## src/rtl/draw_dispatcher_pkg.sv

```systemverilog
// Shared definitions for the draw dispatcher: opcodes, FSM states, coordinate widths.
package draw_dispatcher_pkg;

    localparam int INSTR_W = 36;
    localparam int X_W     = 9;
    localparam int Y_W     = 8;

    localparam logic [2:0] OP_LD   = 3'b100;
    localparam logic [2:0] OP_RD   = 3'b101;
    localparam logic [2:0] OP_CD   = 3'b110;
    localparam logic [2:0] OP_DISP = 3'b111;

    typedef enum logic [1:0] {
        ST_IDLE  = 2'd0,
        ST_ISSUE = 2'd1,
        ST_WAIT  = 2'd2,
        ST_ERR   = 2'd3
    } state_t;

    // Opcode lives in the top three bits; the rest are engine operands.
    function automatic logic [2:0] opcode_of(input logic [INSTR_W-1:0] instr);
        return instr[INSTR_W-1 -: 3];
    endfunction

endpackage

```

## src/rtl/draw_dispatcher_cmd_fifo.sv

```systemverilog
// Command FIFO: power-of-two depth, registered pointers, no full-time lookahead.
module cmd_fifo #(
    parameter int WIDTH = 36,
    parameter int DEPTH = 4
) (
    input  logic             clk,
    input  logic             reset,
    input  logic             i_push,
    input  logic [WIDTH-1:0] i_data,
    input  logic             i_pop,
    output logic [WIDTH-1:0] o_data,
    output logic             o_full,
    output logic             o_empty
);

    localparam int AW = (DEPTH > 1) ? $clog2(DEPTH) : 1;
    localparam logic [AW:0] FULL_CNT = (AW+1)'(DEPTH);

    logic [WIDTH-1:0] r_mem [DEPTH];
    logic [AW-1:0]    r_wr_ptr;
    logic [AW-1:0]    r_rd_ptr;
    logic [AW:0]      r_count;
    logic             w_wr;
    logic             w_rd;

    assign w_wr    = i_push && !o_full;
    assign w_rd    = i_pop && !o_empty;
    assign o_full  = (r_count == FULL_CNT);
    assign o_empty = (r_count == '0);
    assign o_data  = r_mem[r_rd_ptr];

    // Pointer and occupancy tracking; pointers wrap naturally at DEPTH.
    always_ff @(posedge clk) begin
        if (reset) begin
            r_wr_ptr <= '0;
            r_rd_ptr <= '0;
            r_count  <= '0;
        end else begin
            if (w_wr) r_wr_ptr <= r_wr_ptr + 1'b1;
            if (w_rd) r_rd_ptr <= r_rd_ptr + 1'b1;
            case ({w_wr, w_rd})
                2'b10:   r_count <= r_count + 1'b1;
                2'b01:   r_count <= r_count - 1'b1;
                default: r_count <= r_count;
            endcase
        end
    end

    // Storage array; contents are don't-care until written.
    always_ff @(posedge clk) begin
        if (w_wr) r_mem[r_wr_ptr] <= i_data;
    end

endmodule

```

## src/rtl/draw_dispatcher.sv

```systemverilog
// Draw dispatcher: queues host draw commands and issues them one at a time to
// the line or circle engine, with timeout abort and a merged pixel stream.
module draw_dispatcher
    import draw_dispatcher_pkg::*;
#(
    parameter int FIFO_DEPTH = 4,
    parameter int TIMEOUT    = 4096
) (
    input  logic                  clk,
    input  logic                  reset,
    input  logic                  cmd_valid,
    output logic                  cmd_ready,
    input  logic [INSTR_W-1:0]    cmd_in,
    output logic                  ln_start,
    output logic                  cd_start,
    output logic [INSTR_W-1:0]    eng_instr,
    input  logic                  ln_done,
    input  logic                  cd_done,
    input  logic                  ln_pix_valid,
    input  logic signed [X_W-1:0] ln_x,
    input  logic signed [Y_W-1:0] ln_y,
    input  logic                  cd_pix_valid,
    input  logic signed [X_W-1:0] cd_x,
    input  logic signed [Y_W-1:0] cd_y,
    output logic                  pix_valid,
    output logic signed [X_W-1:0] x_out,
    output logic signed [Y_W-1:0] y_out,
    output logic                  eng_abort,
    output logic                  disp_pulse,
    output logic                  cmd_err,
    output logic                  busy
);

    localparam int TW = $clog2(TIMEOUT) + 1;
    // Abort is registered on the edge that moves the counter to TIMEOUT-1,
    // so the pulse is visible in the cycle the counter holds TIMEOUT-1.
    localparam logic [TW-1:0] TMO_ABORT = TW'(TIMEOUT - 2);

    logic                  w_full;
    logic                  w_empty;
    logic                  w_push;
    logic                  w_pop;
    logic [INSTR_W-1:0]    w_head;
    logic [2:0]            w_head_op;
    logic [2:0]            w_op;
    logic                  w_done;
    logic                  w_sel_valid;
    logic signed [X_W-1:0] w_sel_x;
    logic signed [Y_W-1:0] w_sel_y;
    logic                  w_accept;

    state_t                r_state;
    logic [INSTR_W-1:0]    r_instr;
    logic                  r_active_cd;
    logic [TW-1:0]         r_tmo;
    logic                  r_ln_start;
    logic                  r_cd_start;
    logic                  r_disp;
    logic                  r_err;
    logic                  r_abort;
    logic                  r_pix_valid;
    logic signed [X_W-1:0] r_x;
    logic signed [Y_W-1:0] r_y;

    cmd_fifo #(
        .WIDTH (INSTR_W),
        .DEPTH (FIFO_DEPTH)
    ) u_fifo (
        .clk     (clk),
        .reset   (reset),
        .i_push  (w_push),
        .i_data  (cmd_in),
        .i_pop   (w_pop),
        .o_data  (w_head),
        .o_full  (w_full),
        .o_empty (w_empty)
    );

    assign cmd_ready   = !w_full;
    assign w_push      = cmd_valid && !w_full;
    assign w_pop       = (r_state == ST_IDLE) && !w_empty;
    assign w_head_op   = opcode_of(w_head);
    assign w_op        = opcode_of(r_instr);
    assign w_done      = r_active_cd ? cd_done : ln_done;
    assign w_sel_valid = r_active_cd ? cd_pix_valid : ln_pix_valid;
    assign w_sel_x     = r_active_cd ? cd_x : ln_x;
    assign w_sel_y     = r_active_cd ? cd_y : ln_y;
    assign w_accept    = (r_state == ST_WAIT) && w_sel_valid;

    // Dispatch FSM; start pulses are registered on the pop so they show in ISSUE.
    always_ff @(posedge clk) begin
        if (reset) begin
            r_state     <= ST_IDLE;
            r_instr     <= '0;
            r_active_cd <= 1'b0;
            r_tmo       <= '0;
            r_ln_start  <= 1'b0;
            r_cd_start  <= 1'b0;
            r_disp      <= 1'b0;
            r_err       <= 1'b0;
            r_abort     <= 1'b0;
        end else begin
            r_ln_start <= 1'b0;
            r_cd_start <= 1'b0;
            r_disp     <= 1'b0;
            r_err      <= 1'b0;
            r_abort    <= 1'b0;
            case (r_state)
                ST_IDLE: begin
                    if (w_pop) begin
                        r_instr     <= w_head;
                        r_active_cd <= (w_head_op == OP_CD);
                        r_ln_start  <= (w_head_op == OP_LD);
                        r_cd_start  <= (w_head_op == OP_CD);
                        r_disp      <= (w_head_op == OP_DISP);
                        r_state     <= ST_ISSUE;
                    end
                end
                ST_ISSUE: begin
                    r_tmo <= '0;
                    case (w_op)
                        OP_LD, OP_CD: r_state <= ST_WAIT;
                        OP_DISP:      r_state <= ST_IDLE;
                        default: begin
                            r_err   <= 1'b1;
                            r_state <= ST_ERR;
                        end
                    endcase
                end
                ST_WAIT: begin
                    // A done arriving at the threshold takes priority over abort.
                    if (w_done) begin
                        r_state <= ST_IDLE;
                    end else begin
                        r_tmo <= r_tmo + 1'b1;
                        if (r_tmo == TMO_ABORT) begin
                            r_abort <= 1'b1;
                            r_err   <= 1'b1;
                            r_state <= ST_ERR;
                        end
                    end
                end
                ST_ERR: begin
                    r_state <= ST_IDLE;
                end
                default: begin
                    r_state <= ST_IDLE;
                end
            endcase
        end
    end

    // Pixel mux: register only the active engine's pixels while waiting on it.
    always_ff @(posedge clk) begin
        if (reset) begin
            r_pix_valid <= 1'b0;
            r_x         <= '0;
            r_y         <= '0;
        end else begin
            r_pix_valid <= w_accept;
            if (w_accept) begin
                r_x <= w_sel_x;
                r_y <= w_sel_y;
            end
        end
    end

    assign ln_start   = r_ln_start;
    assign cd_start   = r_cd_start;
    assign disp_pulse = r_disp;
    assign cmd_err    = r_err;
    assign eng_abort  = r_abort;
    assign eng_instr  = r_instr;
    assign pix_valid  = r_pix_valid;
    assign x_out      = r_x;
    assign y_out      = r_y;
    assign busy       = (r_state != ST_IDLE) || !w_empty;

endmodule

```

## config.mk

```make
export PLATFORM = sky130hd
export DESIGN_NAME = draw_dispatcher
export DESIGN_NICKNAME = d
export VERILOG_FILES = /design/src/rtl/draw_dispatcher_pkg.sv /design/src/rtl/draw_dispatcher_cmd_fifo.sv /design/src/rtl/draw_dispatcher.sv
export SDC_FILE = /design/constraint.sdc
export NUM_CORES = 1
export LEC_CHECK = 0
export BUFFER_PORTS_ARGS = -buffer_cell sky130_fd_sc_hd__buf_4
export CORE_MARGIN = 4
export CORE_UTILIZATION = 40
export CTS_CLUSTER_SIZE = 8
export DETAILED_ROUTE_END_ITERATION = 12
export HOLD_SLACK_MARGIN = 0.03
export PLACE_DENSITY = 0.67
export SETUP_SLACK_MARGIN = 0.4
export SLEW_MARGIN = 25
export SYNTH_ARGS = -nofsm -noshare
export SYNTH_HDL_FRONTEND = slang
export SYNTH_SLANG_ARGS = --single-unit
export TNS_END_PERCENT = 1
```

## constraint.sdc

```tcl
create_clock -name clk -period 2.49 [get_ports clk]
set_input_delay 0.747 -clock clk [delete_from_list [all_inputs] [get_ports clk]]
set_output_delay 0.747 -clock clk [all_outputs]
set_load 0.01 [all_outputs]
```

Word level (Yosys, flattened, before mapping)
Memories as Yosys holds them, arrays and structs flattened. A register that Yosys moved wholly into a read port is not among the register bits.
Index checks and enable logic that the tools add are counted.
- $add $sub $neg: 5
- eq/ne operators: 16
- mux-type cells: 20
- bitwise operators: 3
- reduce and logical (&&, ||, !) cells: 20
- operators by type and width (cell ; number):
    13-bit one-hot mux with 2 select lines ; 1
    3-bit equality test (second input constant) ; 7
    13-bit by 1-bit adder with 13-bit output (second input constant) ; 1
    13-bit by 12-bit equality test with 1-bit output (second input constant) ; 1
    13-bit two-way mux ; 1
    2-bit two-way mux ; 5
    9-bit two-way mux ; 1
    8-bit two-way mux ; 1
    2-bit one-hot mux with 4 select lines ; 1
    1-bit two-way mux ; 7
    2-bit equality test (second input constant) ; 3
    3-bit one-hot mux with 2 select lines ; 1
    2-bit AND reduction ; 3
    2-bit nonzero test ; 3
    3-bit OR reduction ; 2
    1-bit logical AND ; 5
    2-bit by 1-bit adder with 2-bit output (second input constant) ; 2
    2-bit by 1-bit equality test with 1-bit output (second input constant) ; 2
    2-bit one-hot mux with 2 select lines ; 1
    2-bit OR reduction ; 2
    3-bit by 1-bit adder with 3-bit output (second input constant) ; 1
    3-bit logical NOT ; 1
    3-bit by 2-bit inequality test with 1-bit output (second input constant) ; 1
    1-bit inverter ; 3
    other kinds (7) ; 8
- bits in registers: 82
- bits in writable memories: 144
- input port bits: 77
- memories kept: 1
- memories (memory ; words ; width ; read ports ; clocked after memory_dff ; wr ports ; line ; source):
    u_fifo.r_mem ; 4 ; 36 ; 1 ; 1 ; 1 ; draw_dispatcher_cmd_fifo.sv:19 ; logic [WIDTH-1:0] r_mem [DEPTH];

Longest topological paths before layout
- depth in word-level cells: 6
- gate-level depth with buffers: 11
- mapped depth without buffers: 10

Hierarchy
A second synthesis with hierarchy kept.
- cells, all modules: 604
- area, all modules: 8812.2 um2
- modules (own cells, without submodules) (module ; instances ; cells each ; area an instance (um2) ; sequential area each (um2)):
    cmd_fifo ; 1 ; 242 ; 5734.2 ; 4504.3
    draw_dispatcher ; 1 ; 362 ; 3078.0 ; 1501.4

Least setup slack after synthesis
No wires, ideal clock.
- path type: register to register
- from: reg u_fifo.r_count[2]
- to: reg u_fifo.r_count[2]
- library setup time: 70 ps
- data arrival time: 2241 ps
- data required time: 2420 ps
- slack: 179 ps
- stages on the path, launching flop included: 10
- path buffers: 0
- clock period less this slack: 2311 ps
- path through: dfxtp_1 > or3b_1 > and2_1 > inv_1 > ha_1 > inv_1 > fa_1 > xor2_1 > or3_1 > a21oi_1
- cells in the longest elaborated chain, start to end: 6
- elaborated cells between the ends (all ways): 14
- those cells by class: 2 x add/sub; 3 x eq/ne; 1 x mux; 8 x reduce/logical
- RTL lines (what ; line ; source):
    start, declared ; draw_dispatcher_cmd_fifo.sv:22 ; logic [AW:0] r_count;
    start signal, assigned ; draw_dispatcher_cmd_fifo.sv:42 ; 2'b10: r_count <= r_count + 1'b1;
    start signal, assigned ; draw_dispatcher_cmd_fifo.sv:43 ; 2'b01: r_count <= r_count - 1'b1;
    start signal, assigned ; draw_dispatcher_cmd_fifo.sv:44 ; default: r_count <= r_count;
    3-bit equality test (*) ; draw_dispatcher_cmd_fifo.sv:28 ; assign o_full = (r_count == FULL_CNT);
    1-bit logical NOT (*) ; - ;
    net cmd_ready ; draw_dispatcher.sv:12 ; output logic cmd_ready,
    1-bit logical AND ; draw_dispatcher.sv:80 ; assign w_push = cmd_valid && !w_full;
    1-bit logical AND (*) ; draw_dispatcher_cmd_fifo.sv:26 ; assign w_wr = i_push && !o_full;
    2-bit by 1-bit equality test with 1-bit output / 2-bit equality test (equally long branches) ; draw_dispatcher_cmd_fifo.sv:41 ; case ({w_wr, w_rd})
    3-bit one-hot mux with 2 select lines / 2-bit nonzero test (equally long branches) ; - ;
Mark *: on every way through the listed nets, which the timed path passes. The rest lies on a longest branch.
A chain may end at the register's enable or synchronous reset.

Final worst setup path
- from: reg u_fifo.r_count[2]
- to: out busy
- cells in the longest elaborated chain, start to end: 3
- RTL lines (what ; line ; source):
    3-bit logical NOT ; draw_dispatcher_cmd_fifo.sv:29 ; assign o_empty = (r_count == '0);
    1-bit logical NOT ; draw_dispatcher.sv:177 ; assign busy = (r_state != ST_IDLE) || !w_empty;
    1-bit logical OR ; draw_dispatcher.sv:177 ;
    end, declared ; draw_dispatcher.sv:31 ; output logic busy
Every way passes these cells.

==> run_results.csv <==
group,metric,value,unit
clock_network,clock-root-buffer,"clkbuf_16",
grt,antenna_found_initial,1,
drt,via_per_inst,5.25,
sta,tns,0,ns
synth,synth-seq-cells,228,
final_layout,layout_common_cells,"buf_4 (149), edfxtp_1 (144), nand2_1 (89)",
setup_path,critPathBufInv,2,
floorplan,die_y,156,um
sta,rsz0062_at_grt,"true",
min_path,min_from,"cmd_in[20]",
setup_path,crit_chain,"buf_12 -> nor3_2 -> nand2_1 -> buf_4",
placed_design,dpl.cell_count,997,
sta,report.final.slew_viol_count,0,
run,maxCapViolCount,0,
drt,ant_nets,0,
synth,syn-num-nets,691,
min_path,hold_class,"in2reg",
setup_path,crit_path_start_kind,"register",
sta,timing.hold.ws,0.447,ns
drt,routedWlPerCell,18.5,um
final_layout,drive_above_1_share,31.9,%
clock_network,cts.clk_slew.worst_paths,0.05,ns
setup_path,slowest_delay,0.35,ns
setup_path,path_class,"reg2out",
floorplan,start_util,41.0,%
sta,fin_crit,2.20,ns
power_and_ir_drop,peakVddDrop,0.840,mV
final_layout,layout.cells.non_filler,1055,
final_layout,num_antenna_cells,0,
setup_path,worst_path_max_delay_cell,"dfxtp_4",
power_and_ir_drop,total_power,11.9,mW
synth,syn_avg_cell_area,14.5,um^2
clock_network,clk_latency,0.50,ns
power_and_ir_drop,leakage,3.94,nW
grt,grt_max_degree,68,
synth,synth_cell_types,47,
grt,grt_pass1_vias,5881,
floorplan,io_pins,138,
grt,track_usage,16.0,%
synth,yosys_warnings,0,
synth,synth_edf_count,144,
floorplan,row_count,53,
grt,grt.met2_usage,27.4,%
drt,first_pass_iters,5,
grt,grt_pass1_wl,30700,um
clock_network,cts_tree,"built",
placed_design,dp_slack,0.189,ns
final_layout,layout_commonest_cell,"buf_4",
setup_path,startpoint,"u_fifo.r_count[2]",
final_layout,utilization,52.6,%
run_status,status,"complete, no violations",
placed_design,dpl.hpwl,12300,um
floorplan,core,21200,um^2
final_layout,final_cell_area,11200,um^2
floorplan,dieArea,24200,um^2
synth,netlist_instances,602,
setup_path,crit_path_max_fanout,3,
sta,relSlewSlack,47.0,%
placed_design,portBuffers,137,
sta,fmax,454,MHz
drt,drt_first_iter_violations,284,
setup_path,end_kind,"primary output",
power_and_ir_drop,p_per_area,1070,nW/um^2
drt,drc,0,
setup_path,reg2reg_from,"u_fifo.r_count[1]",
sta,hold_viol_final,0,
setup_path,path_delay_family,"flip-flops",
floorplan,fp.dieW,156,um
placed_design,routabilityCongestion,0.863,
drt,wl,19500,um
setup_path,cp.required,1.74,ns
clock_network,cts_buffer_depth,3,
sta,setup_ws,0.289,ns
grt,grt-ovfl-total,0,
synth,seq_area_frac_synth,69.0,%
synth,ys.flop_type,"edfxtp_1",
sta,tightestPinTransition,0.795,ns
clock_network,cts_buffers,34,
synth,syn_area,8710,um^2
clock_network,clock_sinks,228,
placed_design,place_area,10100,um^2
synth,async_flop_share,0,%
drt,vias,5537,
sta,fin_skew,0.0181,ns
sta,post-route-period-util,88.4,%
final_layout,nNetsFinal,850,
grt,grt.met1_usage,18.9,%
sta,setup_viol,0,
final_layout,area_growth,28.2,%
setup_path,cp_data_arrival_time,1.45,ns
clock_network,cts_max_level,2,
grt,use_met3,5.44,%
grt,top_usage_layer,"met2",
## flip-flops by register name, summed over array words and instances, names as in the netlist, 2 cells and up, named ones only
signal / count
eng_instr: 36
x_out: 9
r_tmo: 13
r_state: 2
u_fifo.r_mem: 144
u_fifo.r_count: 3
y_out: 8
u_fifo.r_rd_ptr: 2
u_fifo.r_wr_ptr: 2
## area by class of cell
class	instances	area [um^2]
fillers	1781	10100
well taps	275	344
multi-input cells	331	2560
flip-flops and latches	228	6010
inverters	12	47.5
clock inverters	2	36.3
clock buffers	53	932
repair buffers	154	1220
## repair_timing
action,CTS,global route
hold buffers,0,0
gates resized for setup,5,1
pin swaps,0,0
setup endpoints to repair,3,10
buffers inserted,2,1
gates cloned,0,0
## where the power goes
group	switching [mW]	leakage [nW]	total [mW]	internal [mW]
clock	1.53	0.464	4.08	2.56
sequential	0.323	2.01	4.93	4.61
combinational	1.58	1.47	2.89	1.31
## kinds of logic (layout without fill, tap and decap cells)
family | after synthesis | count (layout) | share of synthesized area [%]
muxes | 59 | 59 | 12.0
buffers and inverters | 43 | 221 | 2.20
and+or+nand+nor | 169 | 169 | 8.61
adders and majority gates | 12 | 12 | 1.81
DFF | 228 | 228 | 69.0
xor gates and xnor gates | 5 | 5 | 0.503
AOI/OAI and AO/OA | 86 | 86 | 5.93
## path summary, 6_finish.rpt
| kind | end | slack [ns] | cells past startpoint |
|---|---|---|---|
| worst max-delay path | busy | 0.29 | 4 |
| worst min-delay path | u_fifo.r_mem[0][20] | 0.45 | 1 |
| worst max register to register | u_fifo.r_count[2] | 0.30 | 9 |
| worst min register to register | eng_instr[4] | 0.46 | 2 |
## worst reg2reg max path, delay by kind of cell, from the launching register on
family | cells | cell delay (ns)
AND/OR/NAND/NOR | 3 | 0.92
adder cells (fa/ha/maj) | 2 | 0.45
flip-flops | 1 | 0.35
XOR/XNOR | 1 | 0.15
AO/OA/AOI/OAI | 1 | 0.12
buffers and inverters | 2 | 0.11
## cells in the mapped netlist, types with 2 or more instances
master | n | share of area [%]
edfxtp_1 | 144 | 50
nand2_1 | 89 | 3.8
dfxtp_1 | 84 | 19
a21oi_1 | 50 | 2.9
mux4_2 | 36 | 9.3
nor2_1 | 31 | 1.3
mux2i_1 | 22 | 2.5
a211oi_1 | 18 | 1.6
clkbuf_1 | 16 | 0.69
ha_1 | 11 | 1.6
inv_1 | 11 | 0.47
buf_2 | 9 | 0.52
nand3_1 | 7 | 0.40
nor3_1 | 7 | 0.40
and3_1 | 6 | 0.43
o21ai_0 | 6 | 0.34
nand2b_1 | 5 | 0.36
nor4_1 | 5 | 0.36
or3_1 | 5 | 0.36
buf_4 | 3 | 0.26
o31ai_1 | 3 | 0.26
or4_1 | 3 | 0.26
xor2_1 | 3 | 0.30
buf_1 | 2 | 0.086
nand3b_1 | 2 | 0.17
or2_2 | 2 | 0.14
xnor2_1 | 2 | 0.20
## layer usage
metal | routed length, um | share of wire (%) | up-vias
li1 | - | - | 2573
met5 | 13 | 0.067 | -
met1 | 7700 | 40 | 2692
met4 | 442 | 2.3 | 2
met3 | 1840 | 9.4 | 42
met2 | 9490 | 49 | 228
Note: power is estimated with default switching activity, not from simulation.
